## src/rtl/btb_update_controller.sv

```systemverilog
// BTB update sequencer: buffers stage-3 branch outcomes in a small FIFO
// and runs full-table invalidation sweeps on flush requests.
module btb_update_controller #(
    parameter int BW_ADDR     = 24,
    parameter int BTB_ENTRIES = 64,
    parameter int FIFO_DEPTH  = 4,
    parameter int BW_DROP     = 16
) (
    input  logic                           clock_i,
    input  logic                           resetn_i,
    input  logic                           res_valid_i,
    input  logic [BW_ADDR-1:0]             res_pc_i,
    input  logic [BW_ADDR-1:0]             res_target_i,
    input  logic                           res_mispredict_i,
    input  logic                           stall_i,
    input  logic                           flush_i,
    input  logic                           wr_ready_i,
    output logic                           wr_valid_o,
    output logic [BW_ADDR-1:0]             wr_pc_o,
    output logic [BW_ADDR-1:0]             wr_target_o,
    output logic                           wr_mispredict_o,
    output logic                           inv_valid_o,
    output logic [$clog2(BTB_ENTRIES)-1:0] inv_index_o,
    output logic                           busy_o,
    output logic [BW_DROP-1:0]             drop_count_o
);

    localparam int IDX_W = $clog2(BTB_ENTRIES);
    localparam int PTR_W = $clog2(FIFO_DEPTH);
    localparam int CNT_W = PTR_W + 1;

    typedef enum logic {
        IDLE,
        FLUSH
    } state_t;

    typedef struct packed {
        logic [BW_ADDR-1:0] pc;
        logic [BW_ADDR-1:0] target;
        logic               mispredict;
    } upd_t;

    state_t             state_q;
    state_t             state_d;
    logic [IDX_W-1:0]   idx_q;
    upd_t               mem_q [FIFO_DEPTH];
    logic [PTR_W-1:0]   rd_ptr_q;
    logic [PTR_W-1:0]   wr_ptr_q;
    logic [CNT_W-1:0]   cnt_q;
    logic [BW_ADDR-1:0] last_pc_q;
    logic               last_valid_q;
    logic [BW_DROP-1:0] drop_q;

    logic in_idle;
    logic flush_start;
    logic sweep_done;
    logic dup;
    logic accept;
    logic full;
    logic empty;
    logic pop;
    logic push;
    logic drop;

    assign in_idle     = (state_q == IDLE);
    assign flush_start = in_idle && flush_i;
    assign sweep_done  = (state_q == FLUSH)
                      && (idx_q == IDX_W'(BTB_ENTRIES - 1));

    // A stalled stage 3 re-reports the same branch; suppress the repeat.
    assign dup    = stall_i && last_valid_q && (res_pc_i == last_pc_q);
    assign accept = in_idle && res_valid_i && !flush_i && !dup;

    assign full  = (cnt_q == CNT_W'(FIFO_DEPTH));
    assign empty = (cnt_q == '0);
    assign pop   = wr_valid_o && wr_ready_i;
    assign push  = accept && (!full || pop);
    assign drop  = accept && full && !pop;

    assign wr_valid_o      = !empty && in_idle;
    assign wr_pc_o         = mem_q[rd_ptr_q].pc;
    assign wr_target_o     = mem_q[rd_ptr_q].target;
    assign wr_mispredict_o = mem_q[rd_ptr_q].mispredict;
    assign inv_valid_o     = (state_q == FLUSH);
    assign inv_index_o     = idx_q;
    assign busy_o          = (state_q == FLUSH) || !empty;
    assign drop_count_o    = drop_q;

    // State register.
    always_ff @(posedge clock_i or negedge resetn_i) begin
        if (!resetn_i) state_q <= IDLE;
        else           state_q <= state_d;
    end

    // Next-state: enter sweep on flush, leave after the last index.
    always_comb begin
        state_d = state_q;
        unique case (state_q)
            IDLE:    if (flush_i)    state_d = FLUSH;
            FLUSH:   if (sweep_done) state_d = IDLE;
            default: state_d = IDLE;
        endcase
    end

    // Sweep index walks the table once, then parks at zero.
    always_ff @(posedge clock_i or negedge resetn_i) begin
        if (!resetn_i) begin
            idx_q <= '0;
        end else if (state_q == FLUSH) begin
            idx_q <= sweep_done ? '0 : idx_q + 1'b1;
        end
    end

    // Pending-update FIFO; a flush discards everything queued.
    always_ff @(posedge clock_i or negedge resetn_i) begin
        if (!resetn_i) begin
            rd_ptr_q <= '0;
            wr_ptr_q <= '0;
            cnt_q    <= '0;
            for (int i = 0; i < FIFO_DEPTH; i++) mem_q[i] <= '0;
        end else if (flush_start) begin
            rd_ptr_q <= '0;
            wr_ptr_q <= '0;
            cnt_q    <= '0;
        end else begin
            if (push) begin
                mem_q[wr_ptr_q] <= '{pc:         res_pc_i,
                                     target:     res_target_i,
                                     mispredict: res_mispredict_i};
                wr_ptr_q <= wr_ptr_q + 1'b1;
            end
            if (pop) rd_ptr_q <= rd_ptr_q + 1'b1;
            unique case ({push, pop})
                2'b10:   cnt_q <= cnt_q + 1'b1;
                2'b01:   cnt_q <= cnt_q - 1'b1;
                default: cnt_q <= cnt_q;
            endcase
        end
    end

    // Remember the last accepted PC for duplicate suppression.
    always_ff @(posedge clock_i or negedge resetn_i) begin
        if (!resetn_i) begin
            last_pc_q    <= '0;
            last_valid_q <= 1'b0;
        end else if ((state_q == FLUSH) || flush_start) begin
            last_valid_q <= 1'b0;
        end else if (accept) begin
            last_pc_q    <= res_pc_i;
            last_valid_q <= 1'b1;
        end else if (!stall_i && !res_valid_i) begin
            last_valid_q <= 1'b0;
        end
    end

    // Saturating count of updates lost to a full FIFO.
    always_ff @(posedge clock_i or negedge resetn_i) begin
        if (!resetn_i) begin
            drop_q <= '0;
        end else if (drop && (drop_q != '1)) begin
            drop_q <= drop_q + 1'b1;
        end
    end

endmodule

```

## config.mk

```make
export PLATFORM = sky130hd
export DESIGN_NAME = btb_update_controller
export DESIGN_NICKNAME = d
export VERILOG_FILES = /design/src/rtl/btb_update_controller.sv
export SDC_FILE = /design/constraint.sdc
export NUM_CORES = 1
export LEC_CHECK = 0
export ABC_AREA = 1
export BUFFER_PORTS_ARGS = -buffer_cell sky130_fd_sc_hd__buf_2
export CELL_PAD_IN_SITES_DETAIL_PLACEMENT = 0
export CELL_PAD_IN_SITES_GLOBAL_PLACEMENT = 2
export CORE_MARGIN = 1.5
export CORE_UTILIZATION = 38
export DETAILED_ROUTE_END_ITERATION = 16
export GPL_TIMING_DRIVEN = 0
export PLACE_DENSITY = 0.92
export SLEW_MARGIN = 20
export SYNTH_ARGS = -nofsm -noshare
export SYNTH_HDL_FRONTEND = slang
export SYNTH_SLANG_ARGS = --single-unit
```

## constraint.sdc

```tcl
create_clock -name clock_i -period 4.6 [get_ports clock_i]
set_input_delay 0.23 -clock clock_i [delete_from_list [all_inputs] [get_ports clock_i]]
set_output_delay 0.23 -clock clock_i [all_outputs]
set_load 0.02 [all_outputs]
```

# After elaboration in Yosys (flattened, before gate mapping)
# Cells that the tools add are included.
# op_classes
mux	19
div	0
addsub	6
eq_ne	6
n_shift	0
reduce_logical	32
bitwise	5
multipliers	0
magnitude_cmp	3
# ops
cell	count
196-bit bitwise mux	1
49-bit 2-to-1 mux	3
49-bit binary-select mux with 2-bit select	1
49-bit demux with 2-bit select	1
24-bit equality test	1
16-bit by 1-bit adder with 16-bit output, second input constant	1
16-bit inequality test, second input constant	1
1-bit logical AND	15
2-bit 2-to-1 mux	4
1-bit zero test	7
6-bit by 1-bit adder with 6-bit output, second input constant	1
6-bit equality test, second input constant	1
3-bit greater-or-equal comparator, second input constant	2
6-bit 2-to-1 mux	1
2-bit inverter with 3-bit output	2
3-bit one-hot mux with 2 select lines	1
3-bit nonzero test	2
1-bit 2-to-1 mux	5
2-bit by 1-bit adder with 2-bit output, second input constant	2
2-bit AND reduction	2
2-bit nonzero test	2
3-bit by 1-bit adder with 3-bit output, second input constant	1
3-bit equality test, second input constant	1
3-bit zero test	1
8 further kinds	12
# word_totals
memories	0
mem_bits_rw	0
register_bits	251
out_inout_bits	74
mem_bits_ro	0
latch_bits	0

# Longest topological paths before layout
# Gate-level depths: netlist of the first run.
# logic_depth
ltp_word	9
ltp_mapped	17
ltp_nobuf	17

# Least setup slack after synthesis of the first run
# OpenSTA, ideal clock, no wires.
# synth_timing
path_type	reg-to-reg
startpoint	register state_q, in the netlist inv_valid_o
endpoint	register cnt_q[2]
path_stages_with_launch	15
arrival_ns	2.061
slack_ns	2.421
setup_time_ns	0.118
cell_sequence	dfrtp_1 > buf_2 > inv_2 > nand2_1 > nor2_2 > nand2_4 > nand2_1 > inv_1 > fa_1 > xor2_1 > inv_1 > nand3_1 > nand2_1 > nand3_1 > nand2_1
# synth_via
elab_chain_cells	8
elab_cells_between_ends	14
cone_classes	eq/ne: 2; mux: 2; bitwise: 1; reduce/logical: 9
# synth_lines
item	line	text
start, declared	43	state_t state_q;
start signal, assigned	92	else state_q <= state_d;
1-bit inverter (*)	65	assign in_idle = (state_q == IDLE);
1-bit logical AND, on equally long branches	72, 80	
1-bit logical AND, on equally long branches	72, 76	
1-bit logical AND or 1-bit logical OR (tied branches)	72, 77	
1-bit logical AND	77	assign push = accept && (!full || pop);
2-bit by 1-bit equality test with 1-bit output or 2-bit equality test (tied branches)	133	unique case ({push, pop})
3-bit one-hot mux with 2 select lines	133	
3-bit 2-to-1 mux	121	end else if (flush_start) begin
end signal, assigned	134	2'b10: cnt_q <= cnt_q + 1'b1;
end signal, assigned	135	2'b01: cnt_q <= cnt_q - 1'b1;
end signal, assigned	136	default: cnt_q <= cnt_q;
end, declared	49	logic [CNT_W-1:0] cnt_q;
# Every way passes the cells marked *; elsewhere a longest branch is shown, timed or not.
# A chain may end at the register's enable or synchronous reset.

# Worst setup path in the final report of the first run
# layout_timing
startpoint	register rd_ptr_q[0]
endpoint	output wr_pc_o[22]
# layout_via
elab_chain_cells	4
# layout_lines
item	line	text
start, declared	47	logic [PTR_W-1:0] rd_ptr_q;
start signal, assigned	132	if (pop) rd_ptr_q <= rd_ptr_q + 1'b1;
2-bit inverter with 3-bit output (implied by the code)	81	assign wr_pc_o = mem_q[rd_ptr_q].pc;
49-bit binary-select mux with 2-bit select	81	
49-bit 2-to-1 mux (2 in a row)	n/a	
end, declared	19	output logic [BW_ADDR-1:0] wr_pc_o,
# Every way passes these cells. The select of a mux whose other input is x is not followed.

==> flow_summary_export.csv, run 1 <==
group,metric,value,unit
run_status,status,"completed",
grt,grt_max_degree,82,
clock_tree,postCtsResizedCells,0,
setup_path,reg2regPathDepth,9,
routing,drt-total-wl,33290,um
setup_path,slowest_delay,0.52,ns
logic_synthesis,synthTopCellsByArea,"dfrtp_1 (55%), o21ai_0 (12%), nand2_1 (11%)",
setup_path,critPathSlowestCell,"clkbuf_1",
timing,fin_setup_tns,0,ns
clock_tree,cts_setup_buffers,0,
final_layout,layout_common_cells,"nand2_1 (326), o21ai_0 (262), dfrtp_1 (251)",
routing,wire_per_inst,17.15,um
timing,setup_violations,0,
placement,dp_hpwl,21950,um
final_layout,antennaDiodeCount,0,
final_layout,fin_util,0.4712,
power_and_ir_drop,power.total,0.007006,W
floorplanning,start_util,0.3852,
setup_path,critical_path_class,"reg -> out",
grt,grt_overflow_total,0,
power_and_ir_drop,p_per_area,503.0,nW/um^2
routing,drc,0,
power_and_ir_drop,p_clk_frac,0.352,
timing,slew_headroom,0.5628,
routing,via_per_inst,5.071,
grt,gr-usage-all-layers,0.2157,
floorplanning,dieArea,31010,sq um
setup_path,timing.rr.start,"last_pc_q[8]",
placement,port_buffers,128,
timing,tightest_slew,0.6558,ns
setup_path,startpoint,"rd_ptr_q[0]",
logic_synthesis,ys_seq_area_frac,0.5516,
hold_path,hold_depth,3,
logic_synthesis,synth_top_area_cell,"dfrtp_1",
setup_path,path_cells,"clkbuf_1 > inv_2 > clkbuf_1 > clkbuf_1 > nor2_1 > o22ai_1 > buf_2",
clock_tree,cts_sinks,251,
power_and_ir_drop,seqPwrFrac,0.397,
logic_synthesis,synth_area,11390,sq um
setup_path,worstReg2RegEnd,"last_valid_q",
final_layout,layout.nets,1590,
setup_path,start_kind,"flip-flop",
logic_synthesis,netlist_instances,1338,
power_and_ir_drop,internal-power,0.004717,W
grt,grt_pass1_vias,9616,
clock_tree,cts_tree,"built",
setup_path,worst_setup_path_end_kind,"primary output",
final_layout,final_common_cell,"nand2_1",
routing,drt-initial-drc-count,625,
final_layout,area_growth,22.32,%
routing,vias,9842,
logic_synthesis,synth_top_area_frac,0.5516,
job,max_cap_viol_count,0,
clock_tree,hold_buffers,28,
hold_path,holdPathEnd,"mem_q[84]",
logic_synthesis,ys_ff_latch,251,
setup_path,cp.arrival,3.06,ns
setup_path,crit_top_cell,"clkbuf_1",
floorplanning,die_h,176.1,um
power_and_ir_drop,vdd_ir_drop_max,334.7,uV
timing,finalClockSkew,0.02123,ns
power_and_ir_drop,p_leak,6.820,nW
logic_synthesis,syn_nets,1400,
timing,slew_violations,0,
logic_synthesis,ys_types,33,
logic_synthesis,synth_warnings,0,
placement,place_ws,1.929,ns
power_and_ir_drop,combinationalPowerShare,0.251,
routing,drt_pre_antenna_iters,5,
setup_path,rrSetupSlack,2.07,ns
clock_tree,clockBufferDepth,3,
timing,fin_crit_sh,0.7149,
clock_tree,cts_htree_levels,1,
timing,rsz0062_at_grt,"false",
clock_tree,cts-root-buf,"clkbuf_16",
clock_tree,cts_made_buffers,29,
hold_path,min-delay-start,"res_pc_i[10]",
setup_path,cp_max_fo,10,
timing,timing.fmax,0.3041,GHz
power_and_ir_drop,swShare,0.3267,
grt,grt_first_pass_wirelength,52750,um
setup_path,crit_required,4.37,ns
floorplanning,pin_count,129,
floorplanning,fp.dieW,176.1,um
final_layout,layout-drive-gt1-share,0.1696,
power_and_ir_drop,p_sw,0.002289,W
hold_path,holdCritPathClass,"in -> reg",
clock_tree,path_clk_slew,0.06,ns
timing,finalHoldViolations,0,
setup_path,crit_family,"buffers and inverters",
timing,fin_crit,3.289,ns
floorplanning,placementRows,63,
floorplanning,core,29560,sq um
routing,ant_nets,0,
clock_tree,insertion_delay,0.55,ns
setup_path,worstPathBufferInverterCount,5,
logic_synthesis,avgSynthCellArea,8.511,sq um
grt,antenna_found_initial,0,
placement,routabilityCongestion,0.7695,
timing,fin_ws,1.311,ns
## worst max-delay path by stage
stage | end | slack [ns] | cells after the start
5_1_grt | wr_pc_o[20] | 1.23 | 7
3_5_place_dp | wr_pc_o[22] | 1.93 | 7
2_1_floorplan | cnt_q[2] | 2.42 | 14
3_3_place_gp | drop_count_o[3] | -1.45 | 1
6_report | wr_pc_o[22] | 1.31 | 7
4_1_cts | wr_pc_o[22] | 1.32 | 7
## power by group through the flow
stage	Sequential, W	Clock [W]	Combinational [W]
6_report	0.00278	0.00246	0.00176
3_3_place_gp	0.00280	0	0.00172
4_1_cts	0.00278	0.00252	0.00178
2_1_floorplan	0.00280	0	0.00113
3_5_place_dp	0.00281	0	0.00175
5_1_grt	0.00282	0.00260	0.00197
## stage by stage
step	hold WS (ns)	cells	cell area [sq um]
finish	0.01038	1941	13930
CTS	0.0001716	1941	13930
global placement	0.4606	1856	12520
global route	0.01506	1941	13930
detailed placement	0.1326	1859	12610
floorplan	-0.06559	1338	11390
## cells by family after synthesis
| logic type | synth area share |
|---|---|
| compound gates | 0.1792 |
| xor+xnor | 0.01692 |
| fa+ha+maj | 0.008351 |
| buf+inv | 0.06768 |
| flops | 0.5516 |
| simple gates | 0.1762 |
## Yosys cell counts (all sizes together)
cell      n
nor4      1
xnor2    11
buf      37
nand3b    1
nand4     8
o211ai    1
dfrtp   251
nand3    15
fa        1
ha        6
nor3      7
a21boi    1
xor2     11
nor2    133
nand2   332
clkbuf   42
o22ai    49
inv      89
o21ai   339
a21oi     3
## flip-flops by register name, summed over array words and instances (netlist names)
register / count
mem_q: 196
last_pc_q: 24
drop_count_o: 16
inv_index_o: 6
cnt_q: 3
rd_ptr_q: 2
wr_ptr_q: 2
inv_valid_o: 1
last_valid_q: 1
## cell type report
cell class,instances,area (sq um)
Fill cell,2975,15630
Sequential cell,251,6281
Multi-Input combinational cell,919,4335
Timing Repair Buffer,159,1013
Clock buffer,44,882.1
Tap cell,390,488.0
Buffer,79,436.7
Inverter,89,334.1
Clock inverter,10,157.7
## tightest hold or removal path, stage by stage
cell and delay, ns:
buf_2 0.09, inv_2 0.06, o21ai_1 0.12
## metal layers
metal,track usage,share of wire
met5,0,0
met4,0.05377,0.017
met3,0.03122,0.050
met2,0.3537,0.47
met1,0.3003,0.47
(Power assumes the default switching activity.)
==> run 2, diff against run 1 <==
--- a/config.mk
+++ b/config.mk
@@ -10,10 +10,10 @@
 export CELL_PAD_IN_SITES_DETAIL_PLACEMENT = 0
 export CELL_PAD_IN_SITES_GLOBAL_PLACEMENT = 2
 export CORE_MARGIN = 1.5
-export CORE_UTILIZATION = 38
+export CORE_UTILIZATION = 35
 export DETAILED_ROUTE_END_ITERATION = 16
 export GPL_TIMING_DRIVEN = 0
-export PLACE_DENSITY = 0.92
+export PLACE_DENSITY = 0.87
 export SLEW_MARGIN = 20
 export SYNTH_ARGS = -nofsm -noshare
 export SYNTH_HDL_FRONTEND = slang
==> constraint.sdc (replaced) <==
create_clock -name clock_i -period 3.2 [get_ports clock_i]
set_input_delay 0.16 -clock clock_i [delete_from_list [all_inputs] [get_ports clock_i]]
set_output_delay 0.16 -clock clock_i [all_outputs]
set_load 0.02 [all_outputs]
==> flow_summary_export.csv, run 2 (synthesis gave the netlist of run 1 again) <==
group,metric,value,unit
clock_tree,cts-root-buf,"clkbuf_16",
setup_path,crit_top_cell,"clkbuf_1",
clock_tree,clockBufferDepth,3,
grt,grt_max_degree,84,
timing,finalHoldViolations,0,
setup_path,crit_path_end,"wr_pc_o[22]",
timing,rsz0062_at_grt,"false",
setup_path,crit_family,"buffers and inverters",
floorplanning,pin_count,129,
hold_path,hold_depth,3,
final_layout,fin_util,0.4463,
power_and_ir_drop,p_per_area,705.6,nW/um^2
placement,routabilityCongestion,0.7966,
final_layout,final_common_cell,"nand2_1",
setup_path,start_kind,"flip-flop",
job,max_cap_viol_count,0,
floorplanning,start_util,0.3581,
routing,drt-total-wl,34080,um
grt,grt_first_pass_wirelength,54370,um
floorplanning,fp.dieW,183.4,um
routing,vias,9928,
timing,timing.fmax,0.3321,GHz
final_layout,final_cell_area,14190,sq um
timing,finalClockSkew,0.009505,ns
floorplanning,dieArea,33630,sq um
timing,fin_crit_sh,0.9409,
clock_tree,cts_tree,"built",
timing,slew_violations,0,
clock_tree,cts_sinks,251,
setup_path,worst_setup_path_end_kind,"primary output",
routing,drt_pre_antenna_iters,5,
clock_tree,cts_setup_buffers,0,
setup_path,worstReg2RegEnd,"last_valid_q",
final_layout,largest_reg_flops,196,
routing,ant_nets,0,
final_layout,layout.nets,1614,
timing,fin_crit,3.011,ns
grt,grt_pass1_vias,9764,
setup_path,startpoint,"rd_ptr_q[0]",
clock_tree,insertion_delay,0.55,ns
final_layout,antennaDiodeCount,0,
run_status,status,"completed",
final_layout,area_growth,24.63,%
routing,drt-initial-drc-count,654,
setup_path,critical_path_class,"reg -> out",
grt,gr-usage-all-layers,0.2050,
setup_path,cp_num_cells,6,
timing,slew_headroom,0.5563,
setup_path,cp_max_fo,18,
setup_path,worstPathBufferInverterCount,4,
setup_path,critPathSlowestCell,"clkbuf_1",
floorplanning,die_h,183.4,um
clock_tree,cts_made_buffers,29,
timing,tightest_slew,0.6656,ns
floorplanning,core,31800,sq um
placement,dp_cells,1904,
hold_path,holdCritPathClass,"in -> reg",
power_and_ir_drop,p_leak,6.911,nW
setup_path,slowest_delay,0.56,ns
routing,wire_per_inst,16.95,um
timing,setup_violations,0,
final_layout,largest_register,"mem_q",
placement,port_buffers,128,
timing,fin_setup_tns,0,ns
routing,drc,0,
setup_path,timing.rr.start,"last_pc_q[21]",
floorplanning,placementRows,65,
clock_tree,cts_htree_levels,1,
placement,dp_hpwl,22530,um
placement,placed_cell_area,12660,sq um
final_layout,layout_common_cells,"nand2_1 (326), o21ai_0 (262), dfrtp_1 (251)",
grt,antenna_found_initial,0,
power_and_ir_drop,vdd_ir_drop_max,478.8,uV
setup_path,cp.arrival,2.85,ns
timing,fin_hold_ws,0.04276,ns
setup_path,rrSetupSlack,0.53,ns
final_layout,layout-drive-gt1-share,0.1676,
setup_path,path_cells,"clkbuf_1 > inv_2 > clkbuf_1 > o21ai_0 > o22ai_1 > buf_2",
setup_path,reg2regPathDepth,11,
final_layout,layout.cells.non_filler,2010,
routing,via_per_inst,4.939,
setup_path,crit_required,3.04,ns
grt,grt_overflow_total,0,
clock_tree,path_clk_slew,0.06,ns
-- run 2: final cells by class --
class                           count  area [sq um]
Clock buffer                       43         858.3
Timing Repair Buffer              184          1264
Sequential cell                   251          6281
Multi-Input combinational cell    919          4335
Inverter                           89         334.1
Buffer                             78         435.4
Fill cell                        3214         17610
Tap cell                          435         544.3
Clock inverter                     11         140.1
-- run 2: power by group --
group / internal [W] / switching, W / total, W
sequential: 0.00368 / 0.000312 / 0.00400
clock: 0.00209 / 0.00135 / 0.00344
combinational: 0.000901 / 0.00167 / 0.00257
-- run 2: through the flow --
step / setup WS (ns) / total power, W
final: 0.1890 / 0.01001
after global routing: 0.05616 / 0.01060
after CTS: 0.02704 / 0.01010
after detailed placement: 0.5706 / 0.006579
after global placement: -2.867 / 0.006530
after floorplan: 1.021 / 0.005641
-- run 2: what timing repair did --
item,4_1_cts,5_1_grt
resized for setup,1,2
endpoints found under the hold margin,393,0
hold buffers,53,0
setup endpoints to repair,1,7
cloned,0,0
-- run 2: layer usage --
metal / vias to the layer above / wire, um / global-route usage
met3: 59 / 1363 / 0.02363
met2: 221 / 15530 / 0.3302
met5: - / 0 / 0
met4: 0 / 924 / 0.05705
li1: 4822 / - / -
met1: 4826 / 16260 / 0.2919
-- run 2: tightest hold or removal path: stages --
cell and delay [ns]:
buf_2 0.13, inv_1 0.12, o21ai_1 0.14
-- run 2: worst min path at each step --
stage,start,to,slack (ns)
2_1_floorplan,resetn_i,cnt_q[0],-0.14
3_3_place_gp,mem_q[69],mem_q[69],0.46
3_5_place_dp,resetn_i,mem_q[31],0.06
4_1_cts,res_pc_i[23],last_pc_q[23],0.02
5_1_grt,res_pc_i[23],mem_q[97],0.06
6_report,res_pc_i[0],mem_q[123],0.04
